$ cat src/rtl/amplitude_ram_responder.sv
// Responder for the stabilizer amplitude-RAM handshake: owns RAM ALPHA and RAM AMP2 and
// builds AMP2 = ALPHA / sqrt2 (masked by match_vector). Optional macro: AMP2_ZERO_COUNT_EN.
module amplitude_ram_responder #(
   parameter int unsigned num_qubit = 4,
   parameter int unsigned amp_width = 16
) (
   input  logic                          clk,
   input  logic                          rst,
   input  logic                          determine_amplitude2,
   input  logic [(2**num_qubit)-1:0]     match_vector,
   input  logic                          read_ram_alpha_stabilizer_en,
   input  logic [num_qubit-1:0]          read_ram_alpha_stabilizer_address,
   output logic [2*amp_width-1:0]        read_ram_alpha_data,
   output logic                          read_ram_alpha_valid,
   input  logic                          write_amplitude_alpha_stabilizer_en,
   input  logic [num_qubit-1:0]          write_amplitude_alpha_stabilizer_address,
   input  logic [2*amp_width-1:0]        write_amplitude_alpha_data,
   input  logic                          read_amp2_en,
   input  logic [num_qubit-1:0]          read_amp2_address,
   output logic [2*amp_width-1:0]        read_amp2_data,
   output logic                          ram_amplitude_busy,
   output logic                          done_amplitude
`ifdef AMP2_ZERO_COUNT_EN
   ,
   output logic [num_qubit:0]            zero_count
`endif
);

   localparam int unsigned DEPTH = 2 ** num_qubit;
   localparam int unsigned DW    = 2 * amp_width;
   localparam int unsigned PW    = 2 * amp_width;

   // round(sqrt(x)) evaluated at elaboration; 1/sqrt2 in Q1.(amp_width-1) is round(sqrt(2**(2w-3)))
   function automatic longint unsigned isqrt_round(input longint unsigned x);
      longint unsigned r;
      longint unsigned t;
      r = 64'(0);
      for (int b = 31; b >= 0; b--) begin
         t = r | (64'(1) << b);
         if (t * t <= x) r = t;
      end
      if (x - r * r > r) r = r + 64'(1);
      return r;
   endfunction

   localparam longint unsigned          SCALE_U = isqrt_round(64'(1) << (2 * amp_width - 3));
   localparam logic signed [amp_width-1:0] SCALE = amp_width'(SCALE_U);
   localparam logic signed [PW-1:0]     ROUND_C = PW'(1) << (amp_width - 2);

   // Multiply by 1/sqrt2 with round-half-up; magnitude never reaches full scale
   function automatic logic [amp_width-1:0] scale_comp(input logic signed [amp_width-1:0] v);
      logic signed [PW-1:0] prod;
      prod = PW'(v) * PW'(SCALE);
      prod = prod + ROUND_C;
      return amp_width'(prod >>> (amp_width - 1));
   endfunction

   typedef enum logic [1:0] {IDLE, SWEEP, DRAIN, DONE} state_t;

   state_t                 state_q, state_d;
   logic [num_qubit-1:0]   cnt_q, cnt_d;
   logic [DEPTH-1:0]       match_q;
   logic                   accept;
   logic                   sweep_rd;
   logic                   ext_rd;
   logic                   busy_d;
   logic                   done_d;

   logic [DW-1:0]          ram_alpha [DEPTH];
   logic [DW-1:0]          ram_amp2  [DEPTH];

   logic [DW-1:0]          sweep_data;
   logic                   s1_valid;
   logic [num_qubit-1:0]   s1_addr;
   logic                   s2_valid;
   logic [num_qubit-1:0]   s2_addr;
   logic [DW-1:0]          s2_data;
   logic                   s2_zero;

   // State register and registered handshake outputs
   always_ff @(posedge clk or negedge rst) begin
      if (!rst) begin
         state_q            <= IDLE;
         cnt_q              <= '0;
         match_q            <= '0;
         ram_amplitude_busy <= 1'b0;
         done_amplitude     <= 1'b0;
      end else begin
         state_q            <= state_d;
         cnt_q              <= cnt_d;
         ram_amplitude_busy <= busy_d;
         done_amplitude     <= done_d;
         if (accept) match_q <= match_vector;
      end
   end

   // Next-state logic; the counter doubles as the drain cycle counter
   always_comb begin
      state_d  = state_q;
      cnt_d    = cnt_q;
      accept   = 1'b0;
      sweep_rd = 1'b0;
      case (state_q)
         IDLE: begin
            if (determine_amplitude2) begin
               accept  = 1'b1;
               cnt_d   = '0;
               state_d = SWEEP;
            end
         end
         SWEEP: begin
            sweep_rd = 1'b1;
            if (cnt_q == num_qubit'(DEPTH - 1)) begin
               cnt_d   = '0;
               state_d = DRAIN;
            end else begin
               cnt_d = cnt_q + num_qubit'(1);
            end
         end
         DRAIN: begin
            if (cnt_q == num_qubit'(1)) begin
               cnt_d   = '0;
               state_d = DONE;
            end else begin
               cnt_d = cnt_q + num_qubit'(1);
            end
         end
         DONE: begin
            state_d = IDLE;
         end
         default: begin
            state_d = IDLE;
         end
      endcase
      busy_d = (state_d != IDLE);
      done_d = (state_d == DONE);
   end

   assign ext_rd = read_ram_alpha_stabilizer_en && (state_q == IDLE);

   // RAM ALPHA write port, open in every state
   always_ff @(posedge clk) begin
      if (write_amplitude_alpha_stabilizer_en)
         ram_alpha[write_amplitude_alpha_stabilizer_address] <= write_amplitude_alpha_data;
   end

   // RAM ALPHA read ports: external (idle only) and sweep; both see pre-write data
   always_ff @(posedge clk or negedge rst) begin
      if (!rst) begin
         read_ram_alpha_data  <= '0;
         read_ram_alpha_valid <= 1'b0;
         sweep_data           <= '0;
      end else begin
         read_ram_alpha_valid <= ext_rd;
         if (ext_rd) read_ram_alpha_data <= ram_alpha[read_ram_alpha_stabilizer_address];
         if (sweep_rd) sweep_data <= ram_alpha[cnt_q];
      end
   end

   // Sweep pipeline: stage 1 scales and masks, stage 2 writes AMP2
   always_ff @(posedge clk or negedge rst) begin
      if (!rst) begin
         s1_valid <= 1'b0;
         s1_addr  <= '0;
         s2_valid <= 1'b0;
         s2_addr  <= '0;
         s2_data  <= '0;
         s2_zero  <= 1'b0;
      end else begin
         s1_valid <= sweep_rd;
         s1_addr  <= cnt_q;
         s2_valid <= s1_valid;
         s2_addr  <= s1_addr;
         s2_zero  <= ~match_q[s1_addr];
         if (match_q[s1_addr])
            s2_data <= {scale_comp(sweep_data[DW-1:amp_width]), scale_comp(sweep_data[amp_width-1:0])};
         else
            s2_data <= '0;
      end
   end

   always_ff @(posedge clk) begin
      if (s2_valid) ram_amp2[s2_addr] <= s2_data;
   end

   // RAM AMP2 read port, one-cycle latency
   always_ff @(posedge clk or negedge rst) begin
      if (!rst) begin
         read_amp2_data <= '0;
      end else if (read_amp2_en) begin
         read_amp2_data <= ram_amp2[read_amp2_address];
      end
   end

`ifdef AMP2_ZERO_COUNT_EN
   // Entries forced to zero by a mismatch during the most recent sweep
   always_ff @(posedge clk or negedge rst) begin
      if (!rst) begin
         zero_count <= '0;
      end else if (accept) begin
         zero_count <= '0;
      end else if (s2_valid && s2_zero) begin
         zero_count <= zero_count + (num_qubit + 1)'(1);
      end
   end
`endif

endmodule
$ cat config.mk
export PLATFORM = sky130hd
export DESIGN_NAME = amplitude_ram_responder
export DESIGN_NICKNAME = d
export VERILOG_FILES = /design/src/rtl/amplitude_ram_responder.sv
export SDC_FILE = /design/constraint.sdc
export NUM_CORES = 2
export LEC_CHECK = 0
export BUFFER_PORTS_ARGS = -buffer_cell sky130_fd_sc_hd__buf_2
export CAP_MARGIN = 20
export CORE_MARGIN = 1
export CORE_UTILIZATION = 55
export DETAILED_ROUTE_END_ITERATION = 12
export PLACE_DENSITY = 0.77
export SLEW_MARGIN = 10
export SYNTH_ARGS = -nofsm -noshare
export SYNTH_HDL_FRONTEND = slang
export SYNTH_SLANG_ARGS = --single-unit
$ cat constraint.sdc
create_clock -name clk -period 9.9 [get_ports clk]
set_input_delay 0.99 -clock clk [delete_from_list [all_inputs] [get_ports clk]]
set_output_delay 0.99 -clock clk [all_outputs]
set_load 0.05 [all_outputs]
After elaboration in Yosys (flattened, before gate mapping). Memory sizes are Yosys's and may differ from the RTL's. A register that Yosys moved wholly into a read port is not among the register bits. Cells that the tools add are included.

Register bits after elaboration: 67. Output and inout bits: 67. Bits in writable memories: 1024. Memories kept: 2.

Multiplexer cells: 18. Add/sub/neg operators: 3. $mul: 2. Eq/ne operators: 7. Reduce and logical (&&, ||, !) cells: 8. Magnitude comparators: 1.

Memory list: ram_alpha (words 16, bits a word 32, rd ports 2, clocked after memory_dff 2, write ports 1, line 69) `logic [DW-1:0] ram_alpha [DEPTH];`; ram_amp2 (words 16, bits a word 32, rd ports 1, clocked after memory_dff 1, write ports 1, line 70) `logic [DW-1:0] ram_amp2 [DEPTH];`.

Operators by type and width (count): $add 31x16->31 const B (2); $mul 16x15->30 const B (2); $mux 32 (1); $mux 4 (3); $pmux 4 s3 (1); $mux 1 (8); $pmux 2 s4 (1); $eq 2x2->1 const B (3); $mux 2 (3); $lt 4x5->1 const B (1); $add 4x1->4 const B (1); $bmux 1 s4 (1); $eq 4x1->1 const B (1); $eq 4x4->1 const B (1); $logic_not 1->1 (3); $reduce_bool 3->1 (1); $eq 2x1->1 const B (1); $logic_not 2->1 (1); $ne 2x2->1 const B (1); $reduce_and 2->1 (1); $reduce_bool 2->1 (1); $logic_and 1x1->1 (1).

Longest topological paths before layout.
Depth in word-level cells: 4. Mapped depth: 23. Gate-level depth less buffers: 23.

Worst setup path before layout. OpenSTA, ideal clock, no wires.

Path type: reg-to-reg. Start: register sweep_data[22] (read register of ram_alpha). End: register s2_data[31]. Required time: 9.826 ns. Arrival time: 5.748 ns. Clock period less this slack: 5.822 ns. Setup time: 0.074 ns. Setup slack: 4.078 ns. Stages on the path, launching flop included: 20. Path through: dfrtp_1 ha_1 fa_1 inv_1 fa_1 inv_1 fa_1 fa_1 ha_1 ha_1 buf_2 and4_2 a21oi_4 a211oi_4 o31ai_1 or4b_4 nor3_4 or3b_1 a31o_1 a21oi_2.

Longest elaborated chain between the ends: 3.

Ends and longest elaborated chain: start: declaration (line 72) `logic [DW-1:0] sweep_data;`; $mul 16x15->30 (line 53) `prod = PW'(v) * PW'(SCALE);`; $add 31x16->31 (line 54) `prod = prod + ROUND_C;`; $mux 32 (line 175) `if (match_q[s1_addr])`; end signal: assignment (line 176) `s2_data <= {scale_comp(sweep_data[DW-1:amp_width]), scale_comp(sweep_data[amp_width-1:0])};`; end: declaration (line 77) `logic [DW-1:0] s2_data;`.

No other way between the ends. A chain may end at the register's enable or synchronous reset.

Final worst setup path.
Start: register sweep_data[15] (read register of ram_alpha). End: register s2_data[15].

Same word-level chain as after synthesis.

==> flow_metrics.env <==
export IMPL_maxSlewHeadroom_pct=24.1
export IMPL_drc=0
export IMPL_die_x_um=323
export IMPL_grt_total_usage_pct=26.1
export IMPL_fin_nets=3716
export IMPL_hp_class="primary input to async pin"
export IMPL_critical_path_max_fanout=19
export IMPL_numPortBuffers=132
export IMPL_path_class="flop to flop"
export IMPL_crit_chain="ha_1, fa_1, inv_1, fa_1, fa_1, fa_1, ha_1, ha_1, a21o_1, a21o_1, a21oi_1, nand2_1, o31ai_1, o21ai_1, xor2_1, nand4b_1, or4b_1, nand4_1"
export IMPL_final_common_cell="edfxtp_1"
export IMPL_num_io_pins=133
export IMPL_timing_hold_ws_ns=0.332
export IMPL_post_cts_buffers=0
export IMPL_synth_area_top_cells="edfxtp_1 54%, mux4_2 15%, dfrtp_1 7.2%"
export IMPL_worst_path_most_repeated_cell="fa_1"
export IMPL_final_cell_mix="1024 x edfxtp_1, 388 x mux4_2, 239 x ha_1"
export IMPL_ys_flop_type="edfxtp_1"
export IMPL_grt_pass1_vias=32500
export IMPL_status="finished clean"
export IMPL_rsz0062_at_grt="false"
export IMPL_synth_cell_type_count=79
export IMPL_yosysTopAreaCellShare_pct=54.3
export IMPL_gp_congestion=0.869
export IMPL_fill_cells=7073
export IMPL_drt_total_wl_um=133000
export IMPL_cts_sinks=1187
export IMPL_numCtsBuffers=112
export IMPL_drive_gt1_share_pct=27.9
export IMPL_finClkSkew_ns=0.0268
export IMPL_place_hpwl_um=76300
export IMPL_cts_resized=0
export IMPL_die_y_um=323
export IMPL_critPathCaptureType="flop"
export IMPL_ant_nets=0
export IMPL_ys_warn_count=0
export IMPL_cts_tree="yes"
export IMPL_syn_inst=3146
export IMPL_vias=30800
export IMPL_cp_start_kind="flop"
export IMPL_synth_edff_count=1024
export IMPL_netlist_area_um2=56600
export IMPL_htreeDepth=3
export IMPL_min_period_ns=6.43
export IMPL_postCtsHoldBufs=0
export IMPL_start_util_pct=55.6
export IMPL_routedWlPerCell_um=27.9
export IMPL_clockBufferDepth=3
export IMPL_drv_slew=0
export IMPL_worst_slack_ns=3.47
export IMPL_antenna_found_initial=13
export IMPL_finalHoldViolCount=0
export IMPL_yosys_area_top_type="edfxtp_1"
export IMPL_worst_pin_slew_ns=1.14
export IMPL_synth_nets=3569
export IMPL_fmax_mhz=156
export IMPL_cp_data_required_time_ns=10.52
export IMPL_grt_pass1_wl_um=200000
export IMPL_clk_pin_slew_ns=0.06
export IMPL_vias_per_cell=6.47
export IMPL_root_buffer="clkbuf_16"
export IMPL_async_flop_share_pct=13.7
export IMPL_maxCapViolations=0
export IMPL_syn_to_final_growth_pct=11.0
export IMPL_min_period_over_period_pct=64.9
export IMPL_setup_violations=0
export IMPL_slowest_delay_ns=0.81
export IMPL_rows=117
export IMPL_ys_seq_area_share_pct=61.5
export IMPL_setup_tns_final_ns=0
export IMPL_grt_max_degree=98
export IMPL_slowest_stage="dfrtp_1"
export IMPL_syn_avg_cell_area_um2=18.0
export IMPL_insertion_delay_ns=0.71
export IMPL_die_area_um2=104000
export IMPL_pre_cts_ws_ns=3.58
export IMPL_first_iter_violations=3310
export IMPL_drt_pass1_iter_count=8
export IMPL_overflow=0
export IMPL_core_area_um2=102000
export IMPL_ys_ff_latch=1187
export IMPL_cp_arrival_ns=7.05
==> critical path: cells and delay by family, from the launching register on <==
family	cells	cell delay, ns
flops	1	0.81
xor+xnor	1	0.30
compound gates	5	1.23
fa+ha+maj	7	2.96
simple gates	4	0.97
buf+inv	1	0.06
==> sequential cells by signal, indices dropped and copies added, names as in the netlist, 2 cells and up <==
| signal | count |
|---|---|
| s2_addr | 4 |
| s2_data | 32 |
| match_q | 16 |
| read_ram_alpha_data | 32 |
| read_amp2_data | 32 |
| ram_amp2 | 512 |
| sweep_data | 32 |
| cnt_q | 4 |
| ram_alpha | 512 |
| state_q | 2 |
| s1_addr | 4 |
==> stage by stage <==
stage	area (µm²)	std cells	util (%)
floorplan	56600	3146	-
global placement	59100	4546	58.0
detailed placement	59100	4546	58.0
CTS	62800	4759	61.6
global route	62800	4760	61.6
finish	62800	4763	61.7
==> area by class of cell <==
cell class / instances / area (µm²) / share of cell area [%]
Inverter: 186 / 698 / 1.11
Tap cell: 1368 / 1710 / 2.72
Timing Repair Buffer: 190 / 1160 / 1.85
Sequential cell: 1187 / 34800 / 55.5
Multi-Input combinational cell: 1616 / 20700 / 33.0
Clock buffer: 153 / 3100 / 4.93
Clock inverter: 60 / 596 / 0.948
Antenna cell: 3 / 7.51 / 0.0120
==> synthesized netlist by cell type (all sizes together) (7+ instances only) <==
| library cell | count |
|---|---|
| a211oi | 7 |
| a21o | 21 |
| a21oi | 106 |
| and3 | 7 |
| buf | 43 |
| clkbuf | 114 |
| dfrtp | 163 |
| edfxtp | 1024 |
| fa | 117 |
| ha | 240 |
| inv | 185 |
| mux2 | 143 |
| mux2i | 103 |
| mux4 | 388 |
| nand2 | 72 |
| nand3 | 17 |
| nand3b | 7 |
| nand4 | 11 |
| nor2 | 78 |
| nor2b | 7 |
| nor3 | 28 |
| o21a | 7 |
| o21ai | 60 |
| o221ai | 32 |
| o22ai | 34 |
| xnor2 | 26 |
| xor2 | 24 |
==> logic make-up (layout without fill, tap and decap cells) <==
group / Yosys count / in the layout / share of synthesized area (%)
buffers and inverters: 343 / 589 / 2.29
multiplexers: 634 / 634 / 20.1
other: 0 / 3 / 0
adder cells (fa/ha/maj): 357 / 357 / 9.44
AND/OR/NAND/NOR: 269 / 269 / 2.39
XOR/XNOR: 50 / 50 / 0.774
flip-flops: 1187 / 1187 / 61.5
AO/OA/AOI/OAI: 306 / 306 / 3.46
==> final timing paths <==
kind,from,end,slack (ns),depth (start not counted)
worst max-delay path,sweep_data[15],s2_data[15],3.47,18
worst min-delay path,rst,read_amp2_data[6],0.33,1
worst max register to register,sweep_data[15],s2_data[15],3.47,18
worst min register to register,s1_valid,s2_valid,0.37,0
max in group asynchronous,rst,read_ram_alpha_data[20],8.28,2
min in group clk,s1_valid,s2_valid,0.37,0
==> per-layer routing <==
metal	global-route usage [%]	part of all wire [%]	vias to the layer above
li1	-	-	12900
met1	33.7	37	16000
met2	44.3	50	1647
met3	5.40	8.9	303
met4	8.51	3.2	14
met5	0	0.062	-
Power is left out: the tool's default activity adds up to more than one toggle a clock period on the data nets, which glitch-free logic cannot reach.
